--- src/rtl/poliriscv_run_ctrl.sv ---
// Run-control sequencer gating poliriscv_sc via core_en: RUN/STEP/HALT commands, PC breakpoint and self-loop halts.
// Commands are always accepted (cmd_ready=1); define POLIRISCV_RUNCTRL_PERF_EN to add the instret counter.
module poliriscv_run_ctrl #(
  parameter int PCW   = 32,
  parameter int STEPW = 16
) (
  input  logic             clk,
  input  logic             rst,
  input  logic             cmd_valid,
  output logic             cmd_ready,
  input  logic [1:0]       cmd_op,
  input  logic [STEPW-1:0] cmd_arg,
  input  logic             bkpt_en,
  input  logic [PCW-1:0]   bkpt_addr,
  input  logic [PCW-1:0]   core_pc,
  output logic             core_en,
  output logic [1:0]       state,
  output logic [2:0]       halt_cause,
  output logic             done
`ifdef POLIRISCV_RUNCTRL_PERF_EN
  ,
  output logic [31:0]      instret
`endif
);

  typedef enum logic [1:0] {
    ST_HALT = 2'd0,
    ST_RUN  = 2'd1,
    ST_STEP = 2'd2
  } state_t;

  localparam logic [1:0] OP_HALT = 2'b00;
  localparam logic [1:0] OP_RUN  = 2'b01;
  localparam logic [1:0] OP_STEP = 2'b10;

  localparam logic [2:0] CAUSE_NONE      = 3'd0;
  localparam logic [2:0] CAUSE_CMD       = 3'd1;
  localparam logic [2:0] CAUSE_STEP_DONE = 3'd2;
  localparam logic [2:0] CAUSE_BKPT      = 3'd3;
  localparam logic [2:0] CAUSE_SELFLOOP  = 3'd4;

  localparam logic [STEPW-1:0] CNT_ONE  = STEPW'(1);
  localparam logic [STEPW-1:0] CNT_ZERO = '0;

  state_t           state_q, state_d;
  logic [2:0]       cause_q, cause_d;
  logic             done_q, done_d;
  logic [STEPW-1:0] cnt_q, cnt_d;
  logic [PCW-1:0]   pc_q, pc_d;
  logic             v_q, v_d;
  logic             skip_q, skip_d;

  logic             active;
  logic             halt_now;
  logic [2:0]       halt_now_cause;

  assign cmd_ready  = 1'b1;
  assign state      = state_q;
  assign halt_cause = cause_q;
  assign done       = done_q;
  assign active     = (state_q == ST_RUN) || (state_q == ST_STEP);

  // Priority: explicit HALT, then self-loop, then breakpoint (masked on the resume cycle).
  always_comb begin
    halt_now       = 1'b0;
    halt_now_cause = CAUSE_NONE;
    if (active) begin
      if (cmd_valid && (cmd_op == OP_HALT)) begin
        halt_now       = 1'b1;
        halt_now_cause = CAUSE_CMD;
      end else if (v_q && (core_pc == pc_q)) begin
        halt_now       = 1'b1;
        halt_now_cause = CAUSE_SELFLOOP;
      end else if (bkpt_en && !skip_q && (core_pc == bkpt_addr)) begin
        halt_now       = 1'b1;
        halt_now_cause = CAUSE_BKPT;
      end
    end
  end

  assign core_en = active && !halt_now;

  always_comb begin
    state_d = state_q;
    cause_d = cause_q;
    done_d  = 1'b0;
    cnt_d   = cnt_q;
    pc_d    = pc_q;
    v_d     = v_q;
    skip_d  = skip_q;
    if (!active) begin
      if (cmd_valid && (cmd_op == OP_RUN)) begin
        state_d = ST_RUN;
        skip_d  = 1'b1;
        v_d     = 1'b0;
      end else if (cmd_valid && (cmd_op == OP_STEP)) begin
        state_d = ST_STEP;
        cnt_d   = (cmd_arg == CNT_ZERO) ? CNT_ONE : cmd_arg;
        skip_d  = 1'b1;
        v_d     = 1'b0;
      end
    end else if (halt_now) begin
      state_d = ST_HALT;
      cause_d = halt_now_cause;
      done_d  = 1'b1;
    end else begin
      pc_d   = core_pc;
      v_d    = 1'b1;
      skip_d = 1'b0;
      if (state_q == ST_STEP) begin
        cnt_d = cnt_q - CNT_ONE;
        if (cnt_q == CNT_ONE) begin
          state_d = ST_HALT;
          cause_d = CAUSE_STEP_DONE;
          done_d  = 1'b1;
        end
      end
    end
  end

  always_ff @(posedge clk or posedge rst) begin
    if (rst) begin
      state_q <= ST_HALT;
      cause_q <= CAUSE_NONE;
      done_q  <= 1'b0;
      cnt_q   <= '0;
      pc_q    <= '0;
      v_q     <= 1'b0;
      skip_q  <= 1'b0;
    end else begin
      state_q <= state_d;
      cause_q <= cause_d;
      done_q  <= done_d;
      cnt_q   <= cnt_d;
      pc_q    <= pc_d;
      v_q     <= v_d;
      skip_q  <= skip_d;
    end
  end

`ifdef POLIRISCV_RUNCTRL_PERF_EN
  always_ff @(posedge clk or posedge rst) begin
    if (rst) begin
      instret <= '0;
    end else if (core_en) begin
      instret <= instret + 32'd1;
    end
  end
`endif

endmodule

--- config.mk ---
export PLATFORM = sky130hd
export DESIGN_NAME = poliriscv_run_ctrl
export DESIGN_NICKNAME = d
export VERILOG_FILES = /design/src/rtl/poliriscv_run_ctrl.sv
export SDC_FILE = /design/constraint.sdc
export NUM_CORES = 1
export LEC_CHECK = 0
export ABC_AREA = 1
export BUFFER_PORTS_ARGS = -buffer_cell sky130_fd_sc_hd__buf_2
export CAP_MARGIN = 20
export CELL_PAD_IN_SITES_DETAIL_PLACEMENT = 1
export CELL_PAD_IN_SITES_GLOBAL_PLACEMENT = 2
export CORE_UTILIZATION = 29
export CTS_CLUSTER_SIZE = 40
export DETAILED_ROUTE_END_ITERATION = 10
export PLACE_DENSITY_LB_ADDON = 0.1
export SYNTH_ARGS = -nofsm -noshare
export SYNTH_HDL_FRONTEND = slang
export SYNTH_SLANG_ARGS = --single-unit
export TNS_END_PERCENT = 20
--- constraint.sdc ---
create_clock -name clk -period 2.2 [get_ports clk]
set_clock_uncertainty 0.05 [all_clocks]
set_input_delay 0.33 -clock clk [delete_from_list [all_inputs] [get_ports clk]]
set_output_delay 0.33 -clock clk [all_outputs]
set_load 0.02 [all_outputs]
==> results of run 1 <==
[worst max-delay path, stage by stage, from the launching register on]
cell,delay (ps)
dfrtp_1,410
xnor2_2,260
nand3_2,150
nor2_2,140
nand3_2,90
nor2_4,110
nor2_2,60
nand2_2,120
nor2_4,60
buf_6,130
[synth_stat cells (4+ instances only)]
| master | number |
|---|---|
| dfrtp_1 | 56 |
| nand4_1 | 21 |
| or2_2 | 4 |
| xnor2_1 | 23 |
| ha_1 | 4 |
| clkbuf_1 | 7 |
| nor2_1 | 65 |
| a21oi_1 | 7 |
| nand2_1 | 250 |
| inv_1 | 83 |
| o21ai_0 | 43 |
| nand3_1 | 32 |
| nor4_1 | 5 |
| nor3_1 | 6 |
| xor2_1 | 5 |
[routing by layer]
layer | up-vias | track usage | share of wire
li1 | 2225 | - | -
met1 | 2077 | 0.287 | 0.50
met2 | 91 | 0.334 | 0.46
met3 | 10 | 0.0255 | 0.038
met4 | 0 | 0.0448 | 0.010
met5 | - | 0 | 0
[cell families (layout without fill, tap and decap cells)]
| logic type | after synthesis | in the layout | synth area share |
|---|---|---|---|
| xor gates and xnor gates | 28 | 28 | 0.0602 |
| adders and majority gates | 4 | 4 | 0.0123 |
| buffers and inverters | 99 | 214 | 0.0986 |
| DFF | 56 | 56 | 0.344 |
| and+or+nand+nor | 397 | 397 | 0.411 |
| other | 1 | 1 | 0.000921 |
| AOI/OAI and AO/OA | 57 | 57 | 0.0731 |
[flip-flops by register name, summed over array words and instances (netlist names)]
register    cells
v_q             1
pc_q           32
done            1
cnt_q          16
state           2
halt_cause      3
skip_q          1
[worst max path at each step]
stage / from / to / slack, ps / cells past startpoint
final: pc_q[22] / core_en / -20 / 9
after global routing: pc_q[31] / core_en / -100 / 12
after CTS: pc_q[22] / core_en / -10 / 9
after detailed placement: core_pc[22] / pc_q[27] / -100 / 11
after global placement: core_pc[22] / pc_q[9] / -90 / 12
after floorplan: state[0] / cnt_q[10] / 200 / 6
[through the flow]
stage / TNS, ps / hold slack, ps
after global placement: -2040 / 377
after detailed placement: -1710 / 373
after floorplan: 0 / 397
after global routing: -255 / 58.7
after CTS: -12.3 / 35.3
final: -23.8 / 15.9
[layout make-up]
class,count,area share
inverters,85,0.0615
multi-input cells,487,0.458
flip-flops and latches,56,0.270
repair buffers,121,0.140
clock buffers,5,0.0241
well taps,176,0.0425
clock inverters,3,0.00410
[power breakdown]
| part | switching [W] | total, W | internal (W) |
|---|---|---|---|
| Clock | 0.000421 | 0.000847 | 0.000426 |
| Combinational | 0.00231 | 0.00366 | 0.00134 |
| Sequential | 0.000423 | 0.00196 | 0.00154 |
[what timing repair did]
| item | CTS | global route |
|---|---|---|
| resized for setup | 10 | 29 |
| endpoints found under the setup margin | 25 | 47 |
| pin swaps | 15 | 9 |
| buffers inserted | 10 | 2 |
==> key figures, run 1 <==
Run status
  • Status: finished, violations left
  • Failing checks: setup timing

Detailed routing
  • Via count: 4403
  • DR vias/cell: 4.72
  • Remaining DRCs: 0
  • WL final: around 14000 um
  • Pre-antenna DRT Iters: 4
  • Initial DRC Count: 213
  • Antenna viol nets, final: 0
  • Wire per inst: about 15 um

Global routing
  • Gr ovfl total: 0
  • Largest net degree at the start of global routing: between 50 and 60
  • GR Util All Layers: 0.204
  • Initial antenna violation count: 0
  • First-pass GRT wire length: approximately 23000 um
  • Vias in the first global route: between 4000 and 5000

Placement
  • Pre-CTS WS: -96.9 ps
  • IO Port Bufs: 92
  • Area after DPL: about 4800 um^2
  • Gpl congestion: between 0.8 and 0.9
  • DP HPWL: between 10000 and 15000 um
  • Placed insts: 913

Timing
  • Setup Viol. Count Final: 1
  • Final hold viol count: 0
  • RSZ-0062 raised after global routing: yes
  • PnR worst setup slack: -23.8 ps
  • Achievable frequency: 450 MHz
  • Final min period: ~2200 ps
  • Fin crit share: 1.01
  • Slew HR: 0.639
  • Tightest Pin Transition: 537 ps
  • Final Max Tran Viols: 0

Worst setup path
  • WP data required: between 1500 and 2000 ps
  • Worst reg2reg setup slack: approximately 80 ps
  • Worst-path fanout max: 2
  • Crit path kind: flip-flop to primary output
  • CP arrival: 1840 ps
  • Crit Reg-Reg Endpoint: cnt_q[4]
  • Worst Setup Start Kind: flip-flop
  • R2R cell count: 13
  • CP Capture Type: primary output
  • RR Startpoint: pc_q[22]

Clock tree
  • H-tree depth: 2
  • # clock sinks: 56
  • CTS max path bufs: 2
  • TritonCTS clock tree: done
  • Clock root buffer: clkbuf_16
  • Hold buffer count at CTS: 0
  • CTS clock-pin slew for the worst setup and hold paths: 80 ps
  • CTS Buf Count: 5
  • Clock latency on the worst-skew pair: about 310 ps

Synth
  • Syn Nets: approximately 730
  • Post-synthesis average cell area: between 6 and 7 um^2
  • Distinct cells, synth: 35
  • FF+latch count, synth: between 50 and 60
  • Synth async-reset ratio: 1.00
  • Top FF cell, synth: dfrtp_1
  • Post-Synthesis Cells: about 640
  • Leading area contributor after synthesis: dfrtp_1
  • Yosys warning count: 0
  • Synth area leaders: dfrtp_1 (34%), nand2_1 (23%), inv_1 (7.6%)
  • Top-area cell type share of the netlist area: 0.344
  • Sequential fraction of the synthesis area: 0.344
  • Mapped Area: 4070 um^2
  • Post-synth EDFFs: 0

Cells and area
  • Storage cell area: 1400 um^2
  • Most frequent cells in the layout: nand2_1 (238), buf_2 (91), inv_1 (78)
  • Area Overhead vs Synth: 27.3%
  • Nets: 846
  • Ant diodes: 0
  • Post-layout util: 0.385
  • Cell area after layout: 5180 um^2
  • Fillers: ~1800
  • Area taken by multi-input logic gates: between 2000 and 2500 um^2
  • Layout cells sized above 1: 0.230
  • Final Non-Filler Cells: approximately 930
  • Commonest non-fill, non-tap cell in the layout: nand2_1

Floorplan
  • I/O pin total: 94
  • Initial Utilization: 0.303
  • Chip width: 121 um
  • Die ar.: approximately 15000 um^2
  • Die Ht: approximately 120 um
  • Rows: between 40 and 50
  • Core area: around 13000 um^2

Job
  • Max-cap violations: 0

Worst hold path
  • Hold Crit Class: input port to async pin

Pwr
  • PwrDens: about 1200 nW/um^2
  • VDD IR max: about 0.40 mV
  • Pleak: 2.82 nW
  • Total chip power: about 0.0065 W
Power figures use the tool's default switching activity.
==> run 2, diff against run 1 <==
--- a/config.mk
+++ b/config.mk
@@ -7,3 +7,2 @@
 export LEC_CHECK = 0
-export ABC_AREA = 1
 export BUFFER_PORTS_ARGS = -buffer_cell sky130_fd_sc_hd__buf_2
@@ -12,3 +11,3 @@
 export CELL_PAD_IN_SITES_GLOBAL_PLACEMENT = 2
-export CORE_UTILIZATION = 29
+export CORE_UTILIZATION = 36
 export CTS_CLUSTER_SIZE = 40
==> constraint.sdc (replaced) <==
create_clock -name clk -period 2.7 [get_ports clk]
set_clock_uncertainty 0.05 [all_clocks]
set_input_delay 0.405 -clock clk [delete_from_list [all_inputs] [get_ports clk]]
set_output_delay 0.405 -clock clk [all_outputs]
set_load 0.05 [all_outputs]
==> key figures, run 2 <==
Run status
  • Status: completed

Synth
  • Leading area contributor after synthesis: dfrtp_1
  • Synth area leaders: dfrtp_1 (38%), xor2_1 (14%), mux2_4 (11%)
  • Post-synthesis average cell area: 10.6 um^2 (+67%)
  • Post-Synthesis Cells: 350 (-45%)
  • Most common cell in the netlist: xor2_1
  • Top-area cell type share of the netlist area: 0.378 (+0.0339)
  • Distinct cells, synth: 46 (+31%)
  • Synth async-reset ratio: 1.00 (unchanged)
  • Synth top cells by count: xor2_1 (61), dfrtp_1 (56), mux2_4 (28), nor4_1 (24), inv_1 (20)
  • Sequential fraction of the synthesis area: 0.378 (+0.0339)
  • FF+latch count, synth: 56 (unchanged)
  • Yosys warning count: 0 (unchanged)
  • Mapped Area: 3710 um^2 (-9.0%)
  • Top FF cell, synth: dfrtp_1
  • Syn Nets: 440 (-40%)
  • Post-synth EDFFs: 0 (unchanged)

Detailed routing
  • Remaining DRCs: 0 (unchanged)
  • Wire per inst: 17.0 um (+13%)
  • Via count: 2960 (-33%)
  • Antenna viol nets, final: 0 (unchanged)
  • WL final: 9900 um (-29%)
  • DR vias/cell: 5.09 (+7.8%)
  • Pre-antenna DRT Iters: 4 (unchanged)
  • Initial DRC Count: 53 (-75%)

Global routing
  • Initial antenna violation count: 0 (unchanged)
  • GR Util All Layers: 0.200 (-0.00425)
  • Largest net degree at the start of global routing: 39 (-32%)
  • Vias in the first global route: 3100 (-32%)
  • First-pass GRT wire length: 16000 um (-30%)
  • Gr ovfl total: 0 (unchanged)

Worst setup path
  • CP Capture Type: primary output
  • CP startpoint: pc_q[22]
  • WP data required: 2250 ps (+430 ps)
  • R2R cell count: 10 (-3)
  • CP Cell Sequence: xor2_1, nor4_1, buf_4, nand4_1, nor3_4, nor4_4, buf_2
  • WP buf/inv: 2 (+1)
  • Crit Reg-Reg Endpoint: cnt_q[5]
  • Worst-path fanout max: 4 (+2)
  • Crit path kind: flip-flop to primary output
  • Worst reg2reg setup slack: 280 ps (+200 ps)
  • RR Startpoint: pc_q[22]
  • CP arrival: 2130 ps (+290 ps)
  • Critical path depth: 7 (-2)
  • Slowest Stage Delay on Critical Path: 410 ps (about the same)
  • End point of the critical path: core_en
  • Crit path max-delay family: simple AND/OR/NAND/NOR gates
  • Slowest CP cell: dfrtp_1
  • Worst Setup Start Kind: flip-flop

Pwr
  • Pleak: 2.04 nW (-27%)
  • VDD IR max: 0.482 mV (+21%)
  • PwrDens: 1180 nW/um^2 (-5.4%)
  • Total chip power: 0.00524 W (-19%)

Clock tree
  • H-tree depth: 2 (unchanged)
  • CTS clock-pin slew for the worst setup and hold paths: 100 ps (+20 ps)
  • # clock sinks: 56 (unchanged)
  • CTS max path bufs: 2 (unchanged)
  • Clock latency on the worst-skew pair: 320 ps (about the same)
  • CTS Buf Count: 5 (unchanged)
  • TritonCTS clock tree: done
  • Hold buffer count at CTS: 0 (unchanged)
  • Clock root buffer: clkbuf_8

Timing
  • Final Max Tran Viols: 0 (unchanged)
  • Final min period: between 2000 and 3000 ps
  • Setup_tns: 0 ps (+23.8 ps)
  • RSZ-0062 raised after global routing: no
  • Final hold viol count: 0 (unchanged)
  • Slew HR: 0.491 (-0.149)
  • Setup Viol. Count Final: 0 (-1)
  • Achievable frequency: between 300 and 400 MHz
  • Fin crit share: 0.959
  • Tightest Pin Transition: 763 ps (+226 ps)

Placement
  • IO Port Bufs: 92 (unchanged)
  • DP HPWL: 7730 um (-30%)
  • Placed insts: 574 (-37%)
  • Gpl congestion: 0.735 (-9.0%)

Floorplan
  • Core area: 9860 um^2 (-27%)
  • Chip width: 103 um (-14%)
  • Initial Utilization: 0.376 (+0.0731)
  • Die ar.: 10700 um^2 (-26%)
  • Rows: 36 (-14%)
  • Die Ht: 103 um (-14%)
  • I/O pin total: 94 (unchanged)

Cells and area
  • Final Non-Filler Cells: 582 (-38%)
  • Nets: 539 (-36%)
  • Ant diodes: 0 (unchanged)
  • Commonest non-fill, non-tap cell in the layout: buf_2
  • Number of flip-flops in the largest register: 32 (unchanged)
  • Largest reg by FF count: pc_q
  • Most frequent cells in the layout: buf_2 (92), xor2_1 (61), dfrtp_1 (56)
  • Area Overhead vs Synth: 19.8%
  • Layout cells sized above 1: 0.388 (+0.158)

Job
  • Max-cap violations: 0 (unchanged)

Worst hold path
  • Hold Crit Class: input port to async pin
## run 2: changes by cell type after synthesis, moves of 6 or more
cell / delta
o211ai_2: +6
a21oi_1: +7
mux2_4: +28
o21ai_0: -33
xor2_1: +56
and2_1: +6
nor4_1: +19
nand4_1: -15
nor2_1: -51
nand3_1: -22
nand2_1: -237
inv_1: -63
xnor2_1: -18
nor3_1: +6
## run 2: per-stage QoR
step	setup slack, ps	hold slack, ps	cell area [um^2]	util
6_report	112	162	4440	0.450
5_1_grt	46.4	219	4440	0.450
4_1_cts	14.0	187	4430	0.449
3_5_place_dp	177	435	4350	0.441
3_3_place_gp	227	423	4350	0.441
2_1_floorplan	272	414	3710	-
## run 2: routing by layer
metal	part of all wire	up-vias	GRT usage
met2	0.46	57	0.314
met4	0.013	0	0.0520
met5	0	-	0
li1	-	1437	-
met3	0.033	11	0.0282
met1	0.49	1455	0.288
## run 2: repair_timing
| action | CTS | global route |
|---|---|---|
| endpoints found under the hold margin | 0 | 0 |
| setup buffers | 0 | 1 |
| pin swaps | 1 | 1 |
| gates resized for setup | 0 | 1 |
| endpoints found under the setup margin | 1 | 1 |
## run 2: cell type report
| type | count | area, um^2 |
|---|---|---|
| Tap cell | 133 | 166 |
| Clock inverter | 1 | 5.00 |
| Timing Repair Buffer | 106 | 578 |
| Inverter | 20 | 75.1 |
| Clock buffer | 6 | 72.6 |
| Fill cell | 1158 | 5420 |
| Multi-Input combinational cell | 260 | 2140 |
| Sequential cell | 56 | 1400 |
## run 2: power breakdown
part	switching [W]	leakage [nW]	internal [W]
clock network	0.000285	0.0410	0.000178
logic	0.00167	1.35	0.00148
registers	0.000347	0.654	0.00128
## run 2: kinds of logic after synthesis
group	Yosys count	synth area share
other	1	0.00101
multiplexers	32	0.126
flip-flops	56	0.378
AND/OR/NAND/NOR	103	0.163
adder cells (fa/ha/maj)	4	0.0135
AO/OA/AOI/OAI	54	0.115
buffers and inverters	34	0.0479
XOR/XNOR	66	0.156
## run 2: worst min-delay path by stage
stage / from / endpoint
after global placement: halt_cause[1] / halt_cause[1]
after global routing: rst / pc_q[11]
after CTS: rst / pc_q[5]
final: rst / pc_q[20]
after detailed placement: halt_cause[1] / halt_cause[1]
after floorplan: skip_q / skip_q
==> run 3, diff against run 2 <==
- CORE_UTILIZATION: 36 -> 33
- clock period: 2.7 -> 2.4 ns (I/O delays scaled with it)
==> key figures, run 3 (synthesis results as in run 2) <==
Run status
  • Status: completed

Placement
  • Area after DPL: 4630 um^2 (+6.4%)
  • DP HPWL: 8110 um (+4.9%)
  • IO Port Bufs: 92 (unchanged)
  • Gpl congestion: 0.732 (-0.44%)

Detailed routing
  • Remaining DRCs: 0 (unchanged)
  • Wire per inst: 16.9 um (-0.65%)
  • WL final: 10500 um (+6.0%)
  • DR vias/cell: 4.98 (-2.0%)
  • Pre-antenna DRT Iters: 4 (unchanged)
  • Via count: 3095 (+4.6%)
  • Initial DRC Count: 78 (+47%)
  • Antenna viol nets, final: 0 (unchanged)

Floorplan
  • I/O pin total: 94 (unchanged)
  • Core area: 10900 um^2 (+10%)
  • Rows: 38 (+5.6%)
  • Die Ht: 108 um (+4.4%)
  • Chip width: 108 um (+4.4%)
  • Initial Utilization: 0.340 (-0.0353)
  • Die ar.: 11700 um^2 (+8.9%)

Worst setup path
  • Slowest CP cell: dfrtp_1
  • End point of the critical path: core_en
  • WP data required: 1990 ps (-260 ps)
  • Slowest Stage Delay on Critical Path: 410 ps (about the same)
  • Worst reg2reg setup slack: 100 ps (-180 ps)
  • WP buf/inv: 1 (-1)
  • Critical path depth: 6 (-1)
  • CP arrival: 1940 ps (-190 ps)
  • R2R cell count: 9 (-1)
  • RR Startpoint: pc_q[22]
  • Crit Reg-Reg Endpoint: pc_q[2]
  • CP Cell Sequence: xor2_1, nor4_1, nand3_2, nor3_4, nor4_4, buf_6
  • Worst Setup Start Kind: flip-flop
  • Crit path max-delay family: simple AND/OR/NAND/NOR gates
  • CP startpoint: pc_q[8]
  • Worst-path fanout max: 2 (-2)
  • Crit path kind: flip-flop to primary output
  • CP Capture Type: primary output

Cells and area
  • Commonest non-fill, non-tap cell in the layout: buf_2
  • Largest reg by FF count: pc_q
  • Cell area after layout: 4800 um^2 (+8.1%)
  • Area taken by multi-input logic gates: 2180 um^2 (+1.5%)
  • Most frequent cells in the layout: buf_2 (91), xor2_1 (61), dfrtp_1 (55)
  • Number of flip-flops in the largest register: 32 (unchanged)
  • Post-layout util: 0.441 (-0.00923)
  • Storage cell area: 1400 um^2 (about the same)
  • Ant diodes: 0 (unchanged)
  • Nets: 570 (+5.8%)
  • Fillers: 1285 (+11%)
  • Layout cells sized above 1: 0.439 (+0.0511)
  • Area Overhead vs Synth: 29.5%

Timing
  • Setup Viol. Count Final: 0 (unchanged)
  • Tightest Pin Transition: 681 ps (-81.5 ps)
  • RSZ-0062 raised after global routing: yes
  • Final Max Tran Viols: 0 (unchanged)
  • Achievable frequency: between 400 and 500 MHz
  • Final min period: ~2300 ps
  • Slew HR: 0.542 (+0.0509)
  • Final hold viol count: 0 (unchanged)
  • Fin crit share: 0.978
  • Setup_tns: 0 ps (unchanged)

Clock tree
  • Clock latency on the worst-skew pair: 330 ps (about the same)
  • TritonCTS clock tree: done
  • CTS max path bufs: 2 (unchanged)
  • # clock sinks: 56 (unchanged)
  • CTS clock-pin slew for the worst setup and hold paths: 110 ps (about the same)
  • Clock root buffer: clkbuf_8
  • Hold buffer count at CTS: 0 (unchanged)
  • H-tree depth: 2 (unchanged)
  • CTS Buf Count: 5 (unchanged)

Pwr
  • Total chip power: 0.00654 W (+25%)
  • Pleak: 2.22 nW (+8.9%)
  • Switch Pwr: 0.00276 W (+20%)
  • Clock power frac: 0.088 (about the same)
  • PwrDens: 1360 nW/um^2 (+15%)
  • Flop pwr share: 0.280 (-0.031)
  • Internal: 0.00377 W (+28%)
  • Switching part of the total: 0.422 (-0.0163)
  • VDD IR max: 0.491 mV (+1.8%)
  • Share of power burned in combinational logic: 0.632 (+0.031)

Global routing
  • Initial antenna violation count: 0 (unchanged)
  • Vias in the first global route: 3285 (+6.0%)
  • GR Util All Layers: 0.193 (-0.00678)
  • Gr ovfl total: 0 (unchanged)
  • Largest net degree at the start of global routing: 57 (+46%)
  • First-pass GRT wire length: 17000 um (+6.0%)

Job
  • Max-cap violations: 0 (unchanged)

Worst hold path
  • Hold Crit Class: input port to async pin
run 3: cell count changes in the layout (fill, tap and decap cells not counted), moves of 2 or more:
cell / previous run / this run
buf_12: 1 / 6
buf_4: 13 / 39
nor4_1: 23 / 20
nor4_2: 2 / 4
run 3: layout make-up:
| cell class | count | area share |
|---|---|---|
| inverter | 20 | 0.0156 |
| clock buffer | 7 | 0.0180 |
| timing repair buffer | 137 | 0.183 |
| multi-input combinational | 260 | 0.453 |
| sequential | 56 | 0.292 |
| clock inverter | 1 | 0.00156 |
| tap | 140 | 0.0365 |
run 3: metal layers:
layer / track usage / part of all wire / wire, um
met5: 0 / 0 / 0
met3: 0.0289 / 0.026 / 277
met1: 0.259 / 0.48 / 5050
met4: 0.0509 / 0.012 / 129
met2: 0.323 / 0.48 / 5040
run 3: worst min path at each step:
| stage | startpoint | endpoint | slack [ps] | cells after the start |
|---|---|---|---|---|
| finish | rst | pc_q[20] | 10 | 3 |
| global route | rst | pc_q[20] | 50 | 3 |
| CTS | rst | pc_q[20] | 40 | 3 |
| detailed placement | rst | pc_q[20] | 400 | 3 |
| global placement | rst | pc_q[20] | 400 | 3 |
| floorplan | skip_q | skip_q | 410 | 2 |
run 3: power groups by stage:
stage	Combinational [W]	Clock, W	Sequential (W)
final	0.00413	0.000573	0.00183
after global placement	0.00391	0	0.00181
after detailed placement	0.00400	0	0.00183
after CTS	0.00414	0.000594	0.00182
after floorplan	0.00275	0	0.00186
after global routing	0.00451	0.000622	0.00190
run 3: worst register-to-register path: cells and delay by family (launching register included):
kind	cells	cell delay, ps
flops	1	420
buf+inv	3	590
simple gates	4	580
mux	1	340
xor+xnor	1	220
run 3: stage by stage:
| stage | cells | hold slack [ps] | setup WS (ps) |
|---|---|---|---|
| CTS | 621 | 35.6 | -80.7 |
| global route | 621 | 50.1 | -31.6 |
| detailed placement | 610 | 402 | -226 |
| global placement | 610 | 399 | -159 |
| finish | 621 | 13.4 | 53.5 |
| floorplan | 350 | 414 | 78.9 |
run 3: what timing repair did:
item | in CTS | in global routing
pin swaps | 4 | 3
buffers inserted | 3 | 0
cloned | 0 | 0
gates resized for setup | 3 | 5
endpoints found under the setup margin | 15 | 50
